`src/rtl/stb_pkg.sv`:
```
// Shared types and helpers for the store buffer: access modes, entry layout, mode decode.
package stb_pkg;

    localparam int STB_AW = 8;
    localparam int STB_DW = 32;

    localparam logic [1:0] MODE_BYTE = 2'b00;
    localparam logic [1:0] MODE_HALF = 2'b01;
    localparam logic [1:0] MODE_WORD = 2'b10;

    typedef struct packed {
        logic [STB_AW-1:0] adr;
        logic [1:0]        mode;
        logic [STB_DW-1:0] data;
    } stb_entry_t;

    // Any mode with bit 1 set is a full-word access.
    function automatic logic is_word(input logic [1:0] mode);
        return mode[1];
    endfunction

endpackage

```
`src/rtl/stb_match.sv`:
```
// Youngest-entry address match over the pending window of the store buffer.
// Walks oldest to youngest so that a later hit overrides an earlier one.
module stb_match #(
    parameter int DEPTH = 4,
    parameter int AW    = 8,
    localparam int PW   = $clog2(DEPTH)
) (
    input  logic [AW-1:0]            ld_adr,
    input  logic [DEPTH-1:0][AW-1:0] adrs,
    input  logic [DEPTH-1:0][1:0]    modes,
    input  logic [PW-1:0]            rd_ptr,
    input  logic [PW:0]              count,
    output logic                     hit,
    output logic [PW-1:0]            idx,
    output logic                     is_word
);

    always_comb begin
        logic [PW-1:0] slot;
        hit     = 1'b0;
        idx     = '0;
        is_word = 1'b0;
        slot    = '0;
        for (int i = 0; i < DEPTH; i++) begin
            slot = rd_ptr + PW'(i);
            if (((PW+1)'(i) < count) && (adrs[slot] == ld_adr)) begin
                hit     = 1'b1;
                idx     = slot;
                is_word = stb_pkg::is_word(modes[slot]);
            end
        end
    end

endmodule

```
`src/rtl/store_buffer.sv`:
```
// Posted-write FIFO between the core store path and the data memory port, with load matching.
// Define STB_FWD_EN to forward word stores to matching loads; otherwise any match stalls the load.
module store_buffer
    import stb_pkg::*;
#(
    parameter int DEPTH = 4,
    parameter int AW    = STB_AW,
    parameter int DW    = STB_DW
) (
    input  logic          clk,
    input  logic          reset,
    input  logic          st_valid,
    output logic          st_ready,
    input  logic [AW-1:0] st_adr,
    input  logic [1:0]    st_mode,
    input  logic [DW-1:0] st_data,
    input  logic          ld_valid,
    input  logic [AW-1:0] ld_adr,
    output logic          fwd_hit,
    output logic [DW-1:0] fwd_data,
    output logic          ld_stall,
    output logic          empty,
    output logic          dm_wr,
    output logic [AW-1:0] dm_adr,
    output logic [1:0]    dm_mode,
    output logic [DW-1:0] dm_wd
);

    localparam int PW = $clog2(DEPTH);

    stb_entry_t    mem [DEPTH];
    logic [PW-1:0] wr_ptr;
    logic [PW-1:0] rd_ptr;
    logic [PW:0]   count;
    logic          enq;
    logic          drain;
    stb_entry_t    head;

    logic [DEPTH-1:0][AW-1:0] adrs;
    logic [DEPTH-1:0][1:0]    modes;
    logic                     m_hit;
    logic [PW-1:0]            m_idx;
    logic                     m_word;

    assign empty    = (count == '0);
    // No full-bypass: a drain in the same cycle does not free a slot early.
    assign st_ready = (count != (PW+1)'(DEPTH));
    assign enq      = st_valid && st_ready;
    assign drain    = !empty && !ld_valid;
    assign dm_wr    = drain;
    assign head     = mem[rd_ptr];

    always_ff @(posedge clk or negedge reset) begin
        if (!reset) begin
            wr_ptr <= '0;
            rd_ptr <= '0;
            count  <= '0;
            for (int i = 0; i < DEPTH; i++) begin
                mem[i] <= '{adr: '0, mode: MODE_BYTE, data: '0};
            end
        end else begin
            if (enq) begin
                mem[wr_ptr] <= '{adr: st_adr, mode: st_mode, data: st_data};
                wr_ptr      <= wr_ptr + PW'(1);
            end
            if (drain) begin
                rd_ptr <= rd_ptr + PW'(1);
            end
            if (enq && !drain) begin
                count <= count + (PW+1)'(1);
            end else if (!enq && drain) begin
                count <= count - (PW+1)'(1);
            end
        end
    end

    always_comb begin
        dm_adr  = '0;
        dm_mode = '0;
        dm_wd   = '0;
        if (!empty) begin
            dm_adr  = head.adr;
            dm_mode = head.mode;
            dm_wd   = head.data;
        end
        if (ld_valid && reset) begin
            dm_adr = ld_adr;
        end
    end

    always_comb begin
        for (int i = 0; i < DEPTH; i++) begin
            adrs[i]  = mem[i].adr;
            modes[i] = mem[i].mode;
        end
    end

    stb_match #(
        .DEPTH (DEPTH),
        .AW    (AW)
    ) u_match (
        .ld_adr  (ld_adr),
        .adrs    (adrs),
        .modes   (modes),
        .rd_ptr  (rd_ptr),
        .count   (count),
        .hit     (m_hit),
        .idx     (m_idx),
        .is_word (m_word)
    );

`ifdef STB_FWD_EN
    assign fwd_hit  = ld_valid && m_hit && m_word;
    assign ld_stall = ld_valid && m_hit && !m_word;
    assign fwd_data = fwd_hit ? mem[m_idx].data : '0;
`else
    logic unused_match;
    assign unused_match = ^{m_word, m_idx};
    assign fwd_hit  = 1'b0;
    assign fwd_data = '0;
    assign ld_stall = ld_valid && m_hit;
`endif

endmodule

```
`config.mk`:
```
export PLATFORM = sky130hd
export DESIGN_NAME = store_buffer
export DESIGN_NICKNAME = d
export VERILOG_FILES = /design/src/rtl/stb_pkg.sv /design/src/rtl/stb_match.sv /design/src/rtl/store_buffer.sv
export SDC_FILE = /design/constraint.sdc
export NUM_CORES = 1
export LEC_CHECK = 0
export ABC_CLOCK_PERIOD_IN_PS = 3300
export BUFFER_PORTS_ARGS = -buffer_cell sky130_fd_sc_hd__clkbuf_2
export CAP_MARGIN = 5
export CORE_AREA = 2 2 139 141
export CTS_BUF_LIST = sky130_fd_sc_hd__clkbuf_8
export DETAILED_ROUTE_END_ITERATION = 12
export DIE_AREA = 0 0 141 143
export PLACE_DENSITY = 0.67
export SYNTH_ARGS = -nofsm -noshare
export SYNTH_HDL_FRONTEND = slang
export SYNTH_SLANG_ARGS = --single-unit
```
`constraint.sdc`:
```
create_clock -name clk -period 3.3 [get_ports clk]
set_input_delay 0.165 -clock clk [delete_from_list [all_inputs] [get_ports clk]]
set_output_delay 0.165 -clock clk [all_outputs]
set_load 0.03 [all_outputs]
```
==> results_dict.tcl <==
set metrics [dict create \
    outcome "finished, final reports clean" \
    clock_skew_ns 0.007757 \
    track_usage_pct 20.43 \
    drv_slew 0 \
    dr.pass1.iters 4 \
    clk_pin_slew_worst_paths_ns 0.09 \
    synth_top_family_by_area "multiplexers" \
    initial_core_util_pct 49.54 \
    fin_crit_sh_pct 91.80 \
    hold_class "in -> reg" \
    rsz0062_at_grt "no" \
    cts.sinks 175 \
    syn_area_per_cell_um2 13.82 \
    dp_slack_ns 0.7832 \
    vdd_drop_max_mv 0.5123 \
    synth-adder-area-share_pct 1.223 \
    via_per_inst 5.356 \
    synthMuxAreaShare_pct 35.05 \
    max_freq_ghz 0.3301 \
    die_width_um 141 \
    postCtsSetupBuffers 0 \
    relSlewSlack_pct 41.06 \
    grt_pass1_wl_um 31750 \
    die_h_um 143 \
    core_region_area_um2 18580 \
    synth_compound_gate_area_share_pct 1.794 \
    crit_required_ns 3.13 \
    finalHoldViolCount 0 \
    areaGrowthSynthToFinish_pct 14.82 \
    yosys.area_share.xor_xnor_pct 4.377 \
    grt_start_max_net_pins 73 \
    synth_seq_area_share_pct 47.58 \
    num-fill-cells 1518 \
    diodes 0 \
    yosysTopAreaCell "dfrtp_1" \
    wirelength_um 19490 \
    rows 50 \
    cts_buffer_depth 2 \
    finalSetupViolCount 0 \
    leakage_nw 4.698 \
    ant_nets 0 \
    antenna_found_initial 0 \
    ys_warn_count 0 \
    dieArea_um2 20160 \
    via_count 5576 \
    start_kind "flop" \
    overflow 0 \
    htreeDepth 4 \
    worstPathCellList "buf_4, mux2i_1, xnor2_1, nor4_2, mux2i_1, nor4_1, o41a_1, clkbuf_2" \
    yosys.area_share.simple_pct 4.473 \
    place.gp.congestion 0.8921 \
    root_buffer "clkbuf_8" \
    io_pins 133 \
    period_needed_ns 3.030 \
    crit_path_max_incr_delay_ns 0.64 \
    fin_nets 859 \
    tightest_slew_ns 0.8841 \
    path_class "reg -> out" \
    drtIter0Drc 256 \
    syn_area_um2 9204 \
    critPathCaptureType "output pin" \
    cts_made_buffers 17 \
    ys_types 34 \
    hold_slack_ns 0.04072 \
    setup-tns-final_ns 0 \
    arrival_ns 2.86 \
    drive_above_1_share_pct 45.11 \
    synth_top_area_share_pct 47.58 \
    layout_setup_ws_ns 0.2705 \
    path_common_cell "mux2i_1" \
    first_global_vias 6038 \
    critical-path-slowest-cell "dfrtp_4" \
    dpl.hpwl_um 13320 \
    powerDensity_nw_per_um2 1134 \
    synth_seq_cells 175 \
    worstSkewPairLatency_ns 0.45 \
    netlist_top_cells_area "dfrtp_1 (48%), mux2_2 (21%), mux4_2 (8.8%)" \
    portBuffers 99 \
    wl_per_cell_um 18.72 \
    drc 0 \
    cp_max_fo 23 \
    syn-instance-count 666 \
    drv_cap 0 \
    tritoncts "done" \
]
==> placed cells by master, fill, tap and decap left out, drive strengths merged, types with 7 or more instances in the layout <==
| cell | Yosys | final |
|---|---|---|
| dfrtp | 175 | 175 |
| mux2 | 173 | 173 |
| clkbuf | 10 | 115 |
| mux2i | 45 | 45 |
| dlygate4sd3 | 0 | 42 |
| mux4 | 36 | 36 |
| nor2b | 36 | 36 |
| xnor2 | 35 | 35 |
| conb | 1 | 33 |
| buf | 69 | 18 |
| nand2 | 12 | 12 |
| xor2 | 11 | 11 |
| ha | 9 | 9 |
| nor2 | 8 | 8 |
| inv | 5 | 8 |
| a22o | 7 | 7 |
| a21oi | 7 | 7 |
| nor4 | 7 | 7 |
==> area by class of cell <==
| type | count | area (um^2) | area share (%) |
|---|---|---|---|
| sequential | 175 | 4387 | 41.51 |
| tap | 234 | 292.8 | 2.771 |
| clock inverter | 13 | 101.3 | 0.9590 |
| timing repair buffer | 158 | 1075 | 10.17 |
| clock buffer | 17 | 234.0 | 2.214 |
| multi-input combinational | 439 | 4459 | 42.20 |
| inverter | 5 | 18.77 | 0.1776 |
==> path summary, 6_finish.rpt <==
check / start / to / slack (ns) / cells after the start
max: rd_ptr[1] / ld_stall / 0.27 / 8
min: st_adr[4] / adrs[28] / 0.04 / 2
max reg2reg: count[1] / adrs[29] / 0.80 / 7
min reg2reg: mem[59] / mem[59] / 0.51 / 1
max in group asynchronous: reset / mem[101] / 1.84 / 3
min in group asynchronous: reset / mem[5] / 0.21 / 2
==> power breakdown <==
group	switching (mW)	internal (mW)	total, mW
sequential	0.750	3.26	4.01
combinational	3.44	3.21	6.65
clock	0.741	0.575	1.32
==> Yosys cell counts <==
cell type  number
dfrtp_1       175
mux2_2        173
mux2i_1        43
mux4_2         36
nor2b_1        36
buf_4          35
xnor2_1        35
buf_2          27
nand2_1        12
xor2_1         11
clkbuf_1       10
ha_1            9
nor2_1          8
a21oi_1         7
a22o_1          7
inv_1           5
nor4_1          5
o21ai_0         5
buf_1           4
nor3_1          4
buf_6           3
and2_1          2
nand3_1         2
nor4_2          2
a211oi_1        1
a31oi_1         1
a32o_1          1
conb_1          1
mux2i_2         1
mux2i_4         1
nand2b_1        1
nand4_1         1
o311ai_1        1
o41a_1          1
==> worst max-delay path: cells and delay by family, from the launching register on <==
| kind | cells | cell delay [ns] |
|---|---|---|
| DFF | 1 | 0.64 |
| AOI/OAI and AO/OA | 1 | 0.22 |
| buffers and inverters | 2 | 0.46 |
| muxes | 2 | 0.36 |
| xor gates and xnor gates | 1 | 0.12 |
| and+or+nand+nor | 2 | 0.61 |
==> metrics by stage <==
stage | util, % | cells | cell area (um^2) | total power [mW]
after floorplan | - | 698 | 9324 | 9.094
after global placement | 52.81 | 969 | 9812 | 10.49
after detailed placement | 52.81 | 969 | 9812 | 10.73
after CTS | 56.88 | 1041 | 10570 | 12.12
after global routing | 56.88 | 1041 | 10570 | 12.80
final | 56.88 | 1041 | 10570 | 11.98
==> registers in the layout, summed over array words and instances, names as in the netlist <==
register  flops
mem         136
wr_ptr        2
rd_ptr        2
count         3
adrs         32
==> routing by layer <==
| metal | vias to the layer above | track usage [%] | part of all wire (%) |
|---|---|---|---|
| met5 | - | 0 | 0 |
| met2 | 121 | 34.45 | 50 |
| met4 | 0 | 6.000 | 1.4 |
| met3 | 19 | 4.695 | 4.6 |
| met1 | 2863 | 26.64 | 44 |
| li1 | 2573 | - | - |
==> what timing repair did <==
action                    in CTS  in global routing
hold endpoints to repair     207                  0
hold buffers                  42                  0
resized for setup              0                  0
==> cells by family (layout without fill, tap and decap cells) <==
group / after synthesis / in the layout
buffers and inverters: 84 / 193
muxes: 254 / 254
AOI/OAI and AO/OA: 24 / 24
and+or+nand+nor: 73 / 73
xor gates and xnor gates: 46 / 46
other: 1 / 33
adders and majority gates: 9 / 9
DFF: 175 / 175
No activity file was read; power rests on OpenSTA's default activity.
